`config.mk`:
```
export PLATFORM = sky130hd
export DESIGN_NAME = uart_ctrl
export DESIGN_NICKNAME = d
export VERILOG_FILES = /design/src/rtl/uart_ctrl.sv
export SDC_FILE = /design/constraint.sdc
export NUM_CORES = 1
export LEC_CHECK = 0
export CORE_MARGIN = 2
export CORE_UTILIZATION = 24
export CTS_CLUSTER_SIZE = 12
export DETAILED_ROUTE_END_ITERATION = 7
export SLEW_MARGIN = 20
export SYNTH_ARGS = -nofsm -noshare
export SYNTH_HDL_FRONTEND = slang
export SYNTH_SLANG_ARGS = --single-unit
```
`constraint.sdc`:
```
create_clock -name clk -period 3.4 [get_ports clk]
set_clock_uncertainty 0.15 [all_clocks]
set_input_delay 0.34 -clock clk [delete_from_list [all_inputs] [get_ports clk]]
set_output_delay 0.34 -clock clk [all_outputs]
set_load 0.01 [all_outputs]
```
`src/rtl/uart_ctrl.sv`:
```
// uart_ctrl: UART controller with TX/RX FIFOs, runtime baud divisor, parity and stop-bit
// configuration, and sticky RX error reporting.
//
// Ports:
//   clk, resetn              single clock, synchronous active-low reset
//   baud_div                 clocks per bit (values below 4 act as 4)
//   parity_mode, stop2       0/3 = no parity, 1 = even, 2 = odd; stop2 selects two TX stop bits
//   tx_data/_valid/_ready    byte producer handshake into the TX FIFO
//   UART_TX, UART_RX         serial pins (TX idles high, RX is asynchronous)
//   rx_data/_valid/_ready    first-word fall-through RX FIFO head and pop handshake
//   tx_level, rx_level       FIFO occupancy
//   tx_busy                  frame in flight or words waiting
//   frame_err, parity_err,
//   overrun_err, err_clear   sticky RX error flags and their clear
//   rx_state_debug           RX FSM state (0 idle .. 4 stop)
module uart_ctrl #(
    parameter int unsigned WORD_LENGTH = 8,
    parameter int unsigned FIFO_DEPTH  = 16,
    parameter int unsigned DIV_WIDTH   = 16
) (
    input  logic                         clk,
    input  logic                         resetn,
    input  logic [DIV_WIDTH-1:0]         baud_div,
    input  logic [1:0]                   parity_mode,
    input  logic                         stop2,
    input  logic [WORD_LENGTH-1:0]       tx_data,
    input  logic                         tx_data_valid,
    output logic                         tx_data_ready,
    output logic                         UART_TX,
    input  logic                         UART_RX,
    output logic [WORD_LENGTH-1:0]       rx_data,
    output logic                         rx_data_valid,
    input  logic                         rx_data_ready,
    output logic [$clog2(FIFO_DEPTH):0]  tx_level,
    output logic [$clog2(FIFO_DEPTH):0]  rx_level,
    output logic                         tx_busy,
    output logic                         frame_err,
    output logic                         parity_err,
    output logic                         overrun_err,
    input  logic                         err_clear,
    output logic [2:0]                   rx_state_debug
);

    localparam int unsigned AW = $clog2(FIFO_DEPTH);
    localparam int unsigned PW = AW + 1;
    localparam int unsigned BW = $clog2(WORD_LENGTH + 1);

    typedef enum logic [2:0] {
        TxIdle   = 3'd0,
        TxStart  = 3'd1,
        TxData   = 3'd2,
        TxParity = 3'd3,
        TxStop   = 3'd4
    } tx_state_t;

    typedef enum logic [2:0] {
        RxIdle   = 3'd0,
        RxStart  = 3'd1,
        RxData   = 3'd2,
        RxParity = 3'd3,
        RxStop   = 3'd4
    } rx_state_t;

    // Effective divisor with the lower clamp applied.
    logic [DIV_WIDTH-1:0] w_div_eff;
    assign w_div_eff = (baud_div < DIV_WIDTH'(4)) ? DIV_WIDTH'(4) : baud_div;

    // Holds tx_data_ready low while in reset and for the reset edge itself.
    logic r_ready_en;
    always_ff @(posedge clk) begin
        if (!resetn) r_ready_en <= 1'b0;
        else         r_ready_en <= 1'b1;
    end

    // ------------------------------------------------------------------
    // TX FIFO
    // ------------------------------------------------------------------
    logic [WORD_LENGTH-1:0] r_tx_mem [FIFO_DEPTH];
    logic [PW-1:0]          r_tx_wptr, r_tx_rptr;
    logic                   w_tx_empty, w_tx_full, w_tx_push, w_tx_pop;
    logic [WORD_LENGTH-1:0] w_tx_head;

    assign w_tx_empty    = (r_tx_wptr == r_tx_rptr);
    assign w_tx_full     = (r_tx_wptr[AW-1:0] == r_tx_rptr[AW-1:0]) &&
                           (r_tx_wptr[AW] != r_tx_rptr[AW]);
    // Readiness depends on fullness alone; a same-cycle pop never frees a slot early.
    assign tx_data_ready = r_ready_en && !w_tx_full;
    assign w_tx_push     = tx_data_valid && tx_data_ready;
    assign w_tx_head     = r_tx_mem[r_tx_rptr[AW-1:0]];
    assign tx_level      = r_tx_wptr - r_tx_rptr;

    always_ff @(posedge clk) begin
        if (w_tx_push) r_tx_mem[r_tx_wptr[AW-1:0]] <= tx_data;
    end

    always_ff @(posedge clk) begin
        if (!resetn) begin
            r_tx_wptr <= '0;
            r_tx_rptr <= '0;
        end else begin
            if (w_tx_push) r_tx_wptr <= r_tx_wptr + PW'(1);
            if (w_tx_pop)  r_tx_rptr <= r_tx_rptr + PW'(1);
        end
    end

    // ------------------------------------------------------------------
    // TX FSM
    // ------------------------------------------------------------------
    tx_state_t              r_tx_state, w_tx_state_next;
    logic [DIV_WIDTH-1:0]   r_tx_cnt, w_tx_cnt_next;
    logic [BW-1:0]          r_tx_bit, w_tx_bit_next;
    logic [WORD_LENGTH-1:0] r_tx_shift, w_tx_shift_next;
    logic [DIV_WIDTH-1:0]   r_tx_div, w_tx_div_next;
    logic                   r_tx_par_en, w_tx_par_en_next;
    logic                   r_tx_par_bit, w_tx_par_bit_next;
    logic                   r_tx_stop2, w_tx_stop2_next;
    logic                   r_uart_tx, r_tx_busy;
    logic                   w_tx_line, w_tx_tick;

    assign w_tx_tick = (r_tx_cnt == '0);

    always_comb begin
        w_tx_state_next   = r_tx_state;
        w_tx_cnt_next     = r_tx_cnt;
        w_tx_bit_next     = r_tx_bit;
        w_tx_shift_next   = r_tx_shift;
        w_tx_div_next     = r_tx_div;
        w_tx_par_en_next  = r_tx_par_en;
        w_tx_par_bit_next = r_tx_par_bit;
        w_tx_stop2_next   = r_tx_stop2;
        w_tx_pop          = 1'b0;
        w_tx_line         = 1'b1;
        unique case (r_tx_state)
            TxIdle: begin
                if (!w_tx_empty) begin
                    // Snapshot word and config so mid-frame changes are ignored.
                    w_tx_pop          = 1'b1;
                    w_tx_shift_next   = w_tx_head;
                    w_tx_div_next     = w_div_eff;
                    w_tx_par_en_next  = (parity_mode == 2'd1) || (parity_mode == 2'd2);
                    w_tx_par_bit_next = (^w_tx_head) ^ (parity_mode == 2'd2);
                    w_tx_stop2_next   = stop2;
                    w_tx_cnt_next     = w_div_eff - DIV_WIDTH'(1);
                    w_tx_state_next   = TxStart;
                end
            end
            TxStart: begin
                w_tx_line = 1'b0;
                if (w_tx_tick) begin
                    w_tx_cnt_next   = r_tx_div - DIV_WIDTH'(1);
                    w_tx_bit_next   = '0;
                    w_tx_state_next = TxData;
                end else begin
                    w_tx_cnt_next = r_tx_cnt - DIV_WIDTH'(1);
                end
            end
            TxData: begin
                w_tx_line = r_tx_shift[0];
                if (w_tx_tick) begin
                    w_tx_shift_next = r_tx_shift >> 1;
                    w_tx_cnt_next   = r_tx_div - DIV_WIDTH'(1);
                    if (r_tx_bit == BW'(WORD_LENGTH - 1)) begin
                        w_tx_bit_next   = '0;
                        w_tx_state_next = r_tx_par_en ? TxParity : TxStop;
                    end else begin
                        w_tx_bit_next = r_tx_bit + BW'(1);
                    end
                end else begin
                    w_tx_cnt_next = r_tx_cnt - DIV_WIDTH'(1);
                end
            end
            TxParity: begin
                w_tx_line = r_tx_par_bit;
                if (w_tx_tick) begin
                    w_tx_cnt_next   = r_tx_div - DIV_WIDTH'(1);
                    w_tx_bit_next   = '0;
                    w_tx_state_next = TxStop;
                end else begin
                    w_tx_cnt_next = r_tx_cnt - DIV_WIDTH'(1);
                end
            end
            TxStop: begin
                w_tx_line = 1'b1;
                if (w_tx_tick) begin
                    // r_tx_bit counts completed stop bits here.
                    if (r_tx_stop2 && (r_tx_bit == '0)) begin
                        w_tx_bit_next = BW'(1);
                        w_tx_cnt_next = r_tx_div - DIV_WIDTH'(1);
                    end else begin
                        w_tx_state_next = TxIdle;
                    end
                end else begin
                    w_tx_cnt_next = r_tx_cnt - DIV_WIDTH'(1);
                end
            end
            default: w_tx_state_next = TxIdle;
        endcase
    end

    always_ff @(posedge clk) begin
        if (!resetn) begin
            r_tx_state   <= TxIdle;
            r_tx_cnt     <= '0;
            r_tx_bit     <= '0;
            r_tx_shift   <= '0;
            r_tx_div     <= DIV_WIDTH'(4);
            r_tx_par_en  <= 1'b0;
            r_tx_par_bit <= 1'b0;
            r_tx_stop2   <= 1'b0;
            r_uart_tx    <= 1'b1;
            r_tx_busy    <= 1'b0;
        end else begin
            r_tx_state   <= w_tx_state_next;
            r_tx_cnt     <= w_tx_cnt_next;
            r_tx_bit     <= w_tx_bit_next;
            r_tx_shift   <= w_tx_shift_next;
            r_tx_div     <= w_tx_div_next;
            r_tx_par_en  <= w_tx_par_en_next;
            r_tx_par_bit <= w_tx_par_bit_next;
            r_tx_stop2   <= w_tx_stop2_next;
            r_uart_tx    <= w_tx_line;
            r_tx_busy    <= (r_tx_state != TxIdle) || !w_tx_empty;
        end
    end

    assign UART_TX = r_uart_tx;
    assign tx_busy = r_tx_busy;

    // ------------------------------------------------------------------
    // RX synchroniser and FIFO
    // ------------------------------------------------------------------
    logic r_rx_sync1, r_rx_sync2, r_rx_prev;
    logic w_rx_fall;

    always_ff @(posedge clk) begin
        if (!resetn) begin
            r_rx_sync1 <= 1'b1;
            r_rx_sync2 <= 1'b1;
            r_rx_prev  <= 1'b1;
        end else begin
            r_rx_sync1 <= UART_RX;
            r_rx_sync2 <= r_rx_sync1;
            r_rx_prev  <= r_rx_sync2;
        end
    end

    assign w_rx_fall = r_rx_prev && !r_rx_sync2;

    logic [WORD_LENGTH-1:0] r_rx_mem [FIFO_DEPTH];
    logic [PW-1:0]          r_rx_wptr, r_rx_rptr;
    logic                   w_rx_empty, w_rx_full, w_rx_push, w_rx_pop;
    logic [WORD_LENGTH-1:0] r_rx_shift, w_rx_shift_next;

    assign w_rx_empty    = (r_rx_wptr == r_rx_rptr);
    assign w_rx_full     = (r_rx_wptr[AW-1:0] == r_rx_rptr[AW-1:0]) &&
                           (r_rx_wptr[AW] != r_rx_rptr[AW]);
    assign rx_data_valid = !w_rx_empty;
    assign rx_data       = r_rx_mem[r_rx_rptr[AW-1:0]];
    assign w_rx_pop      = rx_data_valid && rx_data_ready;
    assign rx_level      = r_rx_wptr - r_rx_rptr;

    always_ff @(posedge clk) begin
        if (w_rx_push) r_rx_mem[r_rx_wptr[AW-1:0]] <= r_rx_shift;
    end

    always_ff @(posedge clk) begin
        if (!resetn) begin
            r_rx_wptr <= '0;
            r_rx_rptr <= '0;
        end else begin
            if (w_rx_push) r_rx_wptr <= r_rx_wptr + PW'(1);
            if (w_rx_pop)  r_rx_rptr <= r_rx_rptr + PW'(1);
        end
    end

    // ------------------------------------------------------------------
    // RX FSM
    // ------------------------------------------------------------------
    rx_state_t            r_rx_state, w_rx_state_next;
    logic [DIV_WIDTH-1:0] r_rx_cnt, w_rx_cnt_next;
    logic [BW-1:0]        r_rx_bit, w_rx_bit_next;
    logic [DIV_WIDTH-1:0] r_rx_div, w_rx_div_next;
    logic                 r_rx_par_en, w_rx_par_en_next;
    logic                 r_rx_par_odd, w_rx_par_odd_next;
    logic                 r_rx_par_bit, w_rx_par_bit_next;
    logic                 w_rx_tick;
    logic                 w_set_frame, w_set_parity, w_set_overrun;

    assign w_rx_tick = (r_rx_cnt == '0);

    always_comb begin
        w_rx_state_next   = r_rx_state;
        w_rx_cnt_next     = r_rx_cnt;
        w_rx_bit_next     = r_rx_bit;
        w_rx_shift_next   = r_rx_shift;
        w_rx_div_next     = r_rx_div;
        w_rx_par_en_next  = r_rx_par_en;
        w_rx_par_odd_next = r_rx_par_odd;
        w_rx_par_bit_next = r_rx_par_bit;
        w_rx_push         = 1'b0;
        w_set_frame       = 1'b0;
        w_set_parity      = 1'b0;
        w_set_overrun     = 1'b0;
        unique case (r_rx_state)
            RxIdle: begin
                if (w_rx_fall) begin
                    w_rx_div_next     = w_div_eff;
                    w_rx_par_en_next  = (parity_mode == 2'd1) || (parity_mode == 2'd2);
                    w_rx_par_odd_next = (parity_mode == 2'd2);
                    // Half a bit puts later samples near each bit centre.
                    w_rx_cnt_next     = w_div_eff >> 1;
                    w_rx_state_next   = RxStart;
                end
            end
            RxStart: begin
                if (w_rx_tick) begin
                    if (r_rx_sync2) begin
                        w_rx_state_next = RxIdle;
                    end else begin
                        w_rx_cnt_next   = r_rx_div - DIV_WIDTH'(1);
                        w_rx_bit_next   = '0;
                        w_rx_state_next = RxData;
                    end
                end else begin
                    w_rx_cnt_next = r_rx_cnt - DIV_WIDTH'(1);
                end
            end
            RxData: begin
                if (w_rx_tick) begin
                    w_rx_shift_next = {r_rx_sync2, r_rx_shift[WORD_LENGTH-1:1]};
                    w_rx_cnt_next   = r_rx_div - DIV_WIDTH'(1);
                    if (r_rx_bit == BW'(WORD_LENGTH - 1)) begin
                        w_rx_state_next = r_rx_par_en ? RxParity : RxStop;
                    end else begin
                        w_rx_bit_next = r_rx_bit + BW'(1);
                    end
                end else begin
                    w_rx_cnt_next = r_rx_cnt - DIV_WIDTH'(1);
                end
            end
            RxParity: begin
                if (w_rx_tick) begin
                    w_rx_par_bit_next = r_rx_sync2;
                    w_rx_cnt_next     = r_rx_div - DIV_WIDTH'(1);
                    w_rx_state_next   = RxStop;
                end else begin
                    w_rx_cnt_next = r_rx_cnt - DIV_WIDTH'(1);
                end
            end
            RxStop: begin
                if (w_rx_tick) begin
                    w_set_frame  = !r_rx_sync2;
                    w_set_parity = r_rx_par_en &&
                                   (r_rx_par_bit != ((^r_rx_shift) ^ r_rx_par_odd));
                    // A same-cycle pop frees the slot the new word lands in.
                    if (w_rx_full && !w_rx_pop) w_set_overrun = 1'b1;
                    else                        w_rx_push     = 1'b1;
                    w_rx_state_next = RxIdle;
                end else begin
                    w_rx_cnt_next = r_rx_cnt - DIV_WIDTH'(1);
                end
            end
            default: w_rx_state_next = RxIdle;
        endcase
    end

    always_ff @(posedge clk) begin
        if (!resetn) begin
            r_rx_state   <= RxIdle;
            r_rx_cnt     <= '0;
            r_rx_bit     <= '0;
            r_rx_shift   <= '0;
            r_rx_div     <= DIV_WIDTH'(4);
            r_rx_par_en  <= 1'b0;
            r_rx_par_odd <= 1'b0;
            r_rx_par_bit <= 1'b0;
        end else begin
            r_rx_state   <= w_rx_state_next;
            r_rx_cnt     <= w_rx_cnt_next;
            r_rx_bit     <= w_rx_bit_next;
            r_rx_shift   <= w_rx_shift_next;
            r_rx_div     <= w_rx_div_next;
            r_rx_par_en  <= w_rx_par_en_next;
            r_rx_par_odd <= w_rx_par_odd_next;
            r_rx_par_bit <= w_rx_par_bit_next;
        end
    end

    assign rx_state_debug = r_rx_state;

    // ------------------------------------------------------------------
    // Sticky error flags (clear wins over a same-cycle set)
    // ------------------------------------------------------------------
    logic r_frame_err, r_parity_err, r_overrun_err;

    always_ff @(posedge clk) begin
        if (!resetn || err_clear) begin
            r_frame_err   <= 1'b0;
            r_parity_err  <= 1'b0;
            r_overrun_err <= 1'b0;
        end else begin
            if (w_set_frame)   r_frame_err   <= 1'b1;
            if (w_set_parity)  r_parity_err  <= 1'b1;
            if (w_set_overrun) r_overrun_err <= 1'b1;
        end
    end

    assign frame_err   = r_frame_err;
    assign parity_err  = r_parity_err;
    assign overrun_err = r_overrun_err;

endmodule
```
==> results_dict.tcl <==
set metrics [dict create \
    dp.cells 2412 \
    dpl_worst_slack_ps -1.96 \
    ys_types 79 \
    ys_seq_area_share_pct 59.2 \
    start_util_pct 24.2 \
    slowest_delay_ps 570 \
    totalWireLength_um 43300 \
    required_ps 2910 \
    io_pins 61 \
    final_max_slew_viol_count 0 \
    area.sequential_um2 10400 \
    die_area_um2 75600 \
    power_per_cell_area_nw_per_um2 670 \
    relSlewSlack_pct 43.6 \
    cts_tree "built" \
    yosys.area.top_type_share_pct 43.6 \
    worst-path-max-fanout 16 \
    io_buffer_count 60 \
    synth_most_common_cell "edfxtp_1" \
    routedWlPerCell_um 17.4 \
    yosysWarnings 0 \
    synth_flop_cell "edfxtp_1" \
    min_period_over_period_pct 95.8 \
    r2r_cells 9 \
    cts_made_buffers 44 \
    synth_edf_count 256 \
    postCtsSetupRepairBufs 0 \
    r2r_start "r_rx_cnt[0]" \
    period_needed_ps 3260 \
    hold_end "r_tx_stop2" \
    hp-class "input port to flop" \
    drive_above_1_share_pct 16.5 \
    path_cells "buf_6 -> mux4_2 -> mux4_2 -> clkdlybuf4s50_1" \
    leakage_nw 7.15 \
    path_common_cell "mux4_2" \
    avgSynthCellArea_um2 12.7 \
    clkTransAtPathRegs_ps 60 \
    core_um2 72800 \
    arrival_ps 2770 \
    synth_top_area_cell "edfxtp_1" \
    total_power_w 0.0142 \
    setup_violations 0 \
    whs_path_depth 3 \
    synthCells 1389 \
    stdcell_count 2490 \
    finalSetupTns_ps 0 \
    gp_congestion 0.838 \
    status "finished clean" \
    grtUsageTotal_pct 11.6 \
    clk_path_buf_depth 3 \
    drt-pass1-iter-count 6 \
    hp-start "stop2" \
    synthToLayoutAreaGrowth_pct 20.7 \
    grt_pass1_vias 11800 \
    die_x_um 275 \
    grt.overflow.total 0 \
    drc_errors 0 \
    cts.htree.levels 2 \
    dp_hpwl_um 29900 \
    ys_top_cells_by_count "edfxtp_1 (256), nand2_1 (155), dfxtp_1 (137)" \
    max_freq_mhz 307 \
    max-cap-violations 0 \
    peakVddDrop_mv 0.401 \
    fin_util_pct 29.2 \
    via_per_inst 4.61 \
    cp-start-kind "flop" \
    synth_area_leaders "edfxtp_1 (44%), dfxtp_1 (16%), mux4_2 (9.7%), nand2_1 (3.3%), xnor2_1 (2.6%)" \
    synthesis.nets 1449 \
    grt_pass1_wl_um 68200 \
    critPathCaptureType "output port" \
    slowest_stage "mux4_2" \
    drt_iter0_drc 800 \
    hold_viol 0 \
    fp-row-count 99 \
    synthesis.area_um2 17600 \
    cts_root_buffer "clkbuf_16" \
    reg2reg_slack_ps 200 \
    fin_ws_ps 144 \
    worstSetupPathType "flop to output port" \
    synth-seq-cells 393 \
    cts_sinks 393 \
    nFillCells 7322 \
    antenna_found_initial 2 \
    nets 1560 \
    rsz0062_at_grt "no" \
    grt_max_degree 60 \
    tightest_slew_ps 845 \
    clock_latency_ps 590 \
    async_flop_share_pct 0 \
    multi_input_area_um2 6750 \
    vias 11500 \
    die_h_um 275 \
    r2r_end "r_rx_mem[1][0]" \
    antenna_left 0 \
]
-- timing repair --
| item | 4_1_cts | 5_1_grt |
|---|---|---|
| hold buffers | 1 | 0 |
| resized for setup | 2 | 4 |
| hold endpoints to repair | 1 | 0 |
| setup endpoints to repair | 72 | 130 |
-- sequential cells by signal, summed over array words and instances, names as in the netlist, 3 cells and up, named ones only --
signal,cells
rx_state_debug,3
r_tx_rptr,5
r_rx_mem,128
r_tx_cnt,16
r_rx_cnt,16
r_rx_wptr,5
r_tx_bit,4
r_rx_bit,4
r_tx_shift,8
r_rx_shift,8
r_rx_rptr,5
r_tx_state,3
r_rx_div,16
r_tx_mem,128
r_tx_wptr,5
r_tx_div,16
-- per-layer routing --
layer | part of all wire (%) | up-vias | track usage [%]
met1 | 42 | 5668 | 14.2
li1 | - | 5413 | -
met2 | 48 | 311 | 19.6
met3 | 6.8 | 80 | 3.05
met5 | 0.060 | - | 0
met4 | 2.7 | 4 | 3.90
-- final cells by class --
class	count	share of cell area (%)
Clock buffer	54	5.35
Timing Repair Buffer	148	6.18
Tap cell	959	5.64
Multi-Input combinational cell	875	31.7
Clock inverter	22	1.36
Antenna cell	1	0.0118
Inverter	38	0.671
Sequential cell	393	49.0
-- power breakdown --
part,internal (W),switching (W),total [W]
Combinational,0.00169,0.00219,0.00388
Sequential,0.00537,0.000305,0.00568
Clock,0.00272,0.00197,0.00469
Total,0.00978,0.00447,0.0142
-- layout by cell type (no fill, tap or decap), drive strengths merged, types with 4 or more instances in the layout --
| master | netlist | final |
|---|---|---|
| nor4 | 14 | 14 |
| inv | 38 | 40 |
| o21a | 5 | 5 |
| a21oi | 46 | 46 |
| a22oi | 5 | 5 |
| or2 | 8 | 8 |
| xnor2 | 53 | 53 |
| xor2 | 17 | 17 |
| or3 | 7 | 7 |
| clkbuf | 58 | 54 |
| or4 | 7 | 7 |
| nand3 | 29 | 29 |
| ha | 25 | 25 |
| a31oi | 7 | 7 |
| clkdlybuf4s50 | 0 | 59 |
| nor2b | 10 | 10 |
| nand2 | 156 | 156 |
| bufinv | 0 | 4 |
| mux4 | 76 | 76 |
| nand2b | 11 | 11 |
| o211ai | 16 | 16 |
| a211oi | 15 | 15 |
| and2 | 22 | 22 |
| buf | 25 | 88 |
| clkinv | 0 | 15 |
| nor3 | 27 | 27 |
| o21ai | 47 | 47 |
| edfxtp | 256 | 256 |
| nor2 | 106 | 106 |
| a21boi | 51 | 51 |
| o311ai | 6 | 6 |
| dfxtp | 137 | 137 |
| o211a | 11 | 11 |
| nand4 | 12 | 12 |
| mux2i | 16 | 16 |
| and4 | 4 | 4 |
| o22ai | 5 | 5 |
| a21o | 6 | 6 |
-- critical path, delay by kind of cell, from the launching register on --
family | cells | cell delay, ps
mux | 2 | 1090
buf+inv | 2 | 760
flops | 1 | 350
-- worst max-delay path by stage --
stage	from	to	slack [ps]	cells past startpoint
floorplan	r_rx_cnt[0]	r_rx_mem[10][0]	150	8
global placement	baud_div[14]	r_tx_cnt[9]	20	10
detailed placement	baud_div[14]	r_tx_cnt[9]	-2	10
CTS	flop	rx_data[5]	7	4
global route	r_tx_state[0]	r_tx_cnt[12]	2	7
finish	flop	rx_data[5]	140	4
-- cell families (layout without fill, tap and decap cells) --
family	Yosys count	in the layout	synth area share (%)
AND/OR/NAND/NOR	428	428	11.6
flip-flops	393	393	59.2
AO/OA/AOI/OAI	255	255	9.97
buffers and inverters	121	262	2.80
multiplexers	92	92	10.6
XOR/XNOR	73	73	3.86
adder cells (fa/ha/maj)	27	27	2.00
other	0	1	0
-- through the flow --
stage | hold slack (ps) | instance area, um2
after CTS | 127 | 21300
after floorplan | 218 | 17600
after global placement | 258 | 19800
after global routing | 167 | 21300
after detailed placement | 251 | 19800
final | 160 | 21300
(Power assumes the default switching activity.)
==> variant, RTL diff (same settings) <==
Set the parameter `WORD_LENGTH` to 4 (it was 8).
--- a/src/rtl/uart_ctrl.sv
+++ b/src/rtl/uart_ctrl.sv
@@ -15,5 +15,5 @@
 //   rx_state_debug           RX FSM state (0 idle .. 4 stop)
 module uart_ctrl #(
-    parameter int unsigned WORD_LENGTH = 8,
+    parameter int unsigned WORD_LENGTH = 4,
     parameter int unsigned FIFO_DEPTH  = 16,
     parameter int unsigned DIV_WIDTH   = 16
Interface: changed (resized rx_data and tx_data); port bits go from 61 to 53. No check against the original RTL was run, so the function may have changed too.
==> variant against the unedited design <==
- critical endpoint is now rx_data[2]
- largest power group unchanged
- critical path type unchanged
- worst hold slack better by 0.11 ns
- total power down 36%
- cell area down 31%
- non-clock buffer count down 42
- area after synthesis down 31%
- sequential share of layout area down 5.4 points
- routed wire length down 29%
- global-route usage down 0.067 points
- sequential cell count down 138
- setup slack worse by 0.017 ns
==> variant: results (changes against the unedited design) <==
Yosys
  – Post-synth cell types: 68 (-14%)
  – Most common library cells after synthesis: 142 x nor2_1, 128 x edfxtp_1, 127 x dfxtp_1
  – Synthesized net count: 1216 (-16%)
  – EDFF count, synth: 128 (-50%)
  – Synthesized area per cell: 10.5 um2 (-17%)
  – Sequential-to-total area share from yosys stat: 52.6% (-6.6 points)
  – Synth area leaders: edfxtp_1 32%, dfxtp_1 21%, mux4_2 6.7%

Pwr
  – Worst VDD drop: 0.346 mV (-14%)
  – Pleak: 4.97 nW (-30%)

Global route
  – Global-route wire length before repair: 48800 um (-28%)
  – Largest net degree at the start of global routing: 33 (-45%)
  – Initial antenna violation count: 0 (-2)

Final layout
  – Fill count: 5192 (-29%)
  – Antenna Cells: 0 (-1)
  – Layout cells sized above 1: 12.5% (-4.1 points)
  – # nets final: 1288 (-17%)
  – Final cell count without fillers: 1925 (-23%)

Placement
  – Dpl ws: 0.122 ns (+0.124 ns)
  – Input/output buffers: 52 (-13%)
  – Placed Area: 13700 um2 (-31%)

CTS
  – H-tree Lvls: 1 (-1)
  – CTS Buf Count: 28 (-36%)

Detailed routing
  – DR pass1 iterations: 7 (+1)
  – WL per Instance: 16.0 um (-7.9%)
  – Drt initial violations: 651 (-19%)

Critical path
  – Critical path arrival: 2.78 ns (about the same)

Status
  – Status: finished, final reports clean

STA
  – Slew @ Worst Pin: 0.837 ns (-0.00808 ns)
-- variant: changes by cell type after synthesis, sizes merged, moves of 8 or more --
cell	delta
mux4	-40
buf	-13
edfxtp	-128
o21ai	+8
dfxtp	-10
a21oi	+46
a21boi	-51
o211a	-10
nor2	+39
nand2	-30
and2	-17
-- variant: what timing repair did --
item,4_1_cts,5_1_grt
endpoints found under the setup margin,0,1
hold endpoints to repair,0,0
resized for setup,0,1
hold buffers,0,0
-- variant: final timing paths --
| check | depth (start not counted) | from | slack, ns | to |
|---|---|---|---|---|
| setup / recovery | 4 | register | 0.13 | rx_data[2] |
| hold / removal | 3 | stop2 | 0.27 | r_tx_stop2$_SDFFE_PN0P_ |
| setup reg to reg | 7 | r_tx_cnt[3]$_SDFFE_PN0P_ | 0.45 | r_tx_cnt[12]$_SDFFE_PN0P_ |
| hold reg to reg | 1 | r_rx_sync1$_SDFF_PN1_ | 0.28 | r_rx_sync2$_SDFF_PN1_ |
-- variant: where the power goes --
group          internal [mW]  switching [mW]
logic                  0.957            1.41
clock network           1.85            1.22
registers               3.45           0.238
total                   6.26            2.87
-- variant: layer usage --
metal	part of all wire [%]	track usage (%)	up-vias	routed length [um]
met3	5.0	1.81	56	1550
li1	-	-	4336	-
met2	48	19.6	224	14900
met4	2.6	4.04	0	811
met5	0	0	-	0
met1	44	14.7	4371	13500
-- variant: logic make-up (layout without fill, tap and decap cells) --
kind of cell | count (synthesis) | in the layout | synth area share [%]
AO/OA/AOI/OAI | 238 | 238 | 12.1
XOR/XNOR | 65 | 65 | 4.80
adder cells (fa/ha/maj) | 28 | 28 | 3.01
buffers and inverters | 101 | 195 | 3.28
flip-flops | 255 | 255 | 52.6
multiplexers | 55 | 55 | 8.25
AND/OR/NAND/NOR | 417 | 417 | 16.0
-- variant: cell type report --
type,instances,area (um2),area share (%)
repair buffers,106,926,6.33
clock buffers,42,793,5.43
clock inverters,10,153,1.04
inverters,37,139,0.950
flip-flops and latches,255,6390,43.7
multi-input cells,803,5380,36.8
well taps,672,841,5.75
-- variant: critical path, stage by stage (launching register included) --
cell and delay [ns]:
dfxtp_1 0.31, buf_4 0.31, mux4_2 0.59, mux4_2 0.50
clkdlybuf4s50_1 0.50
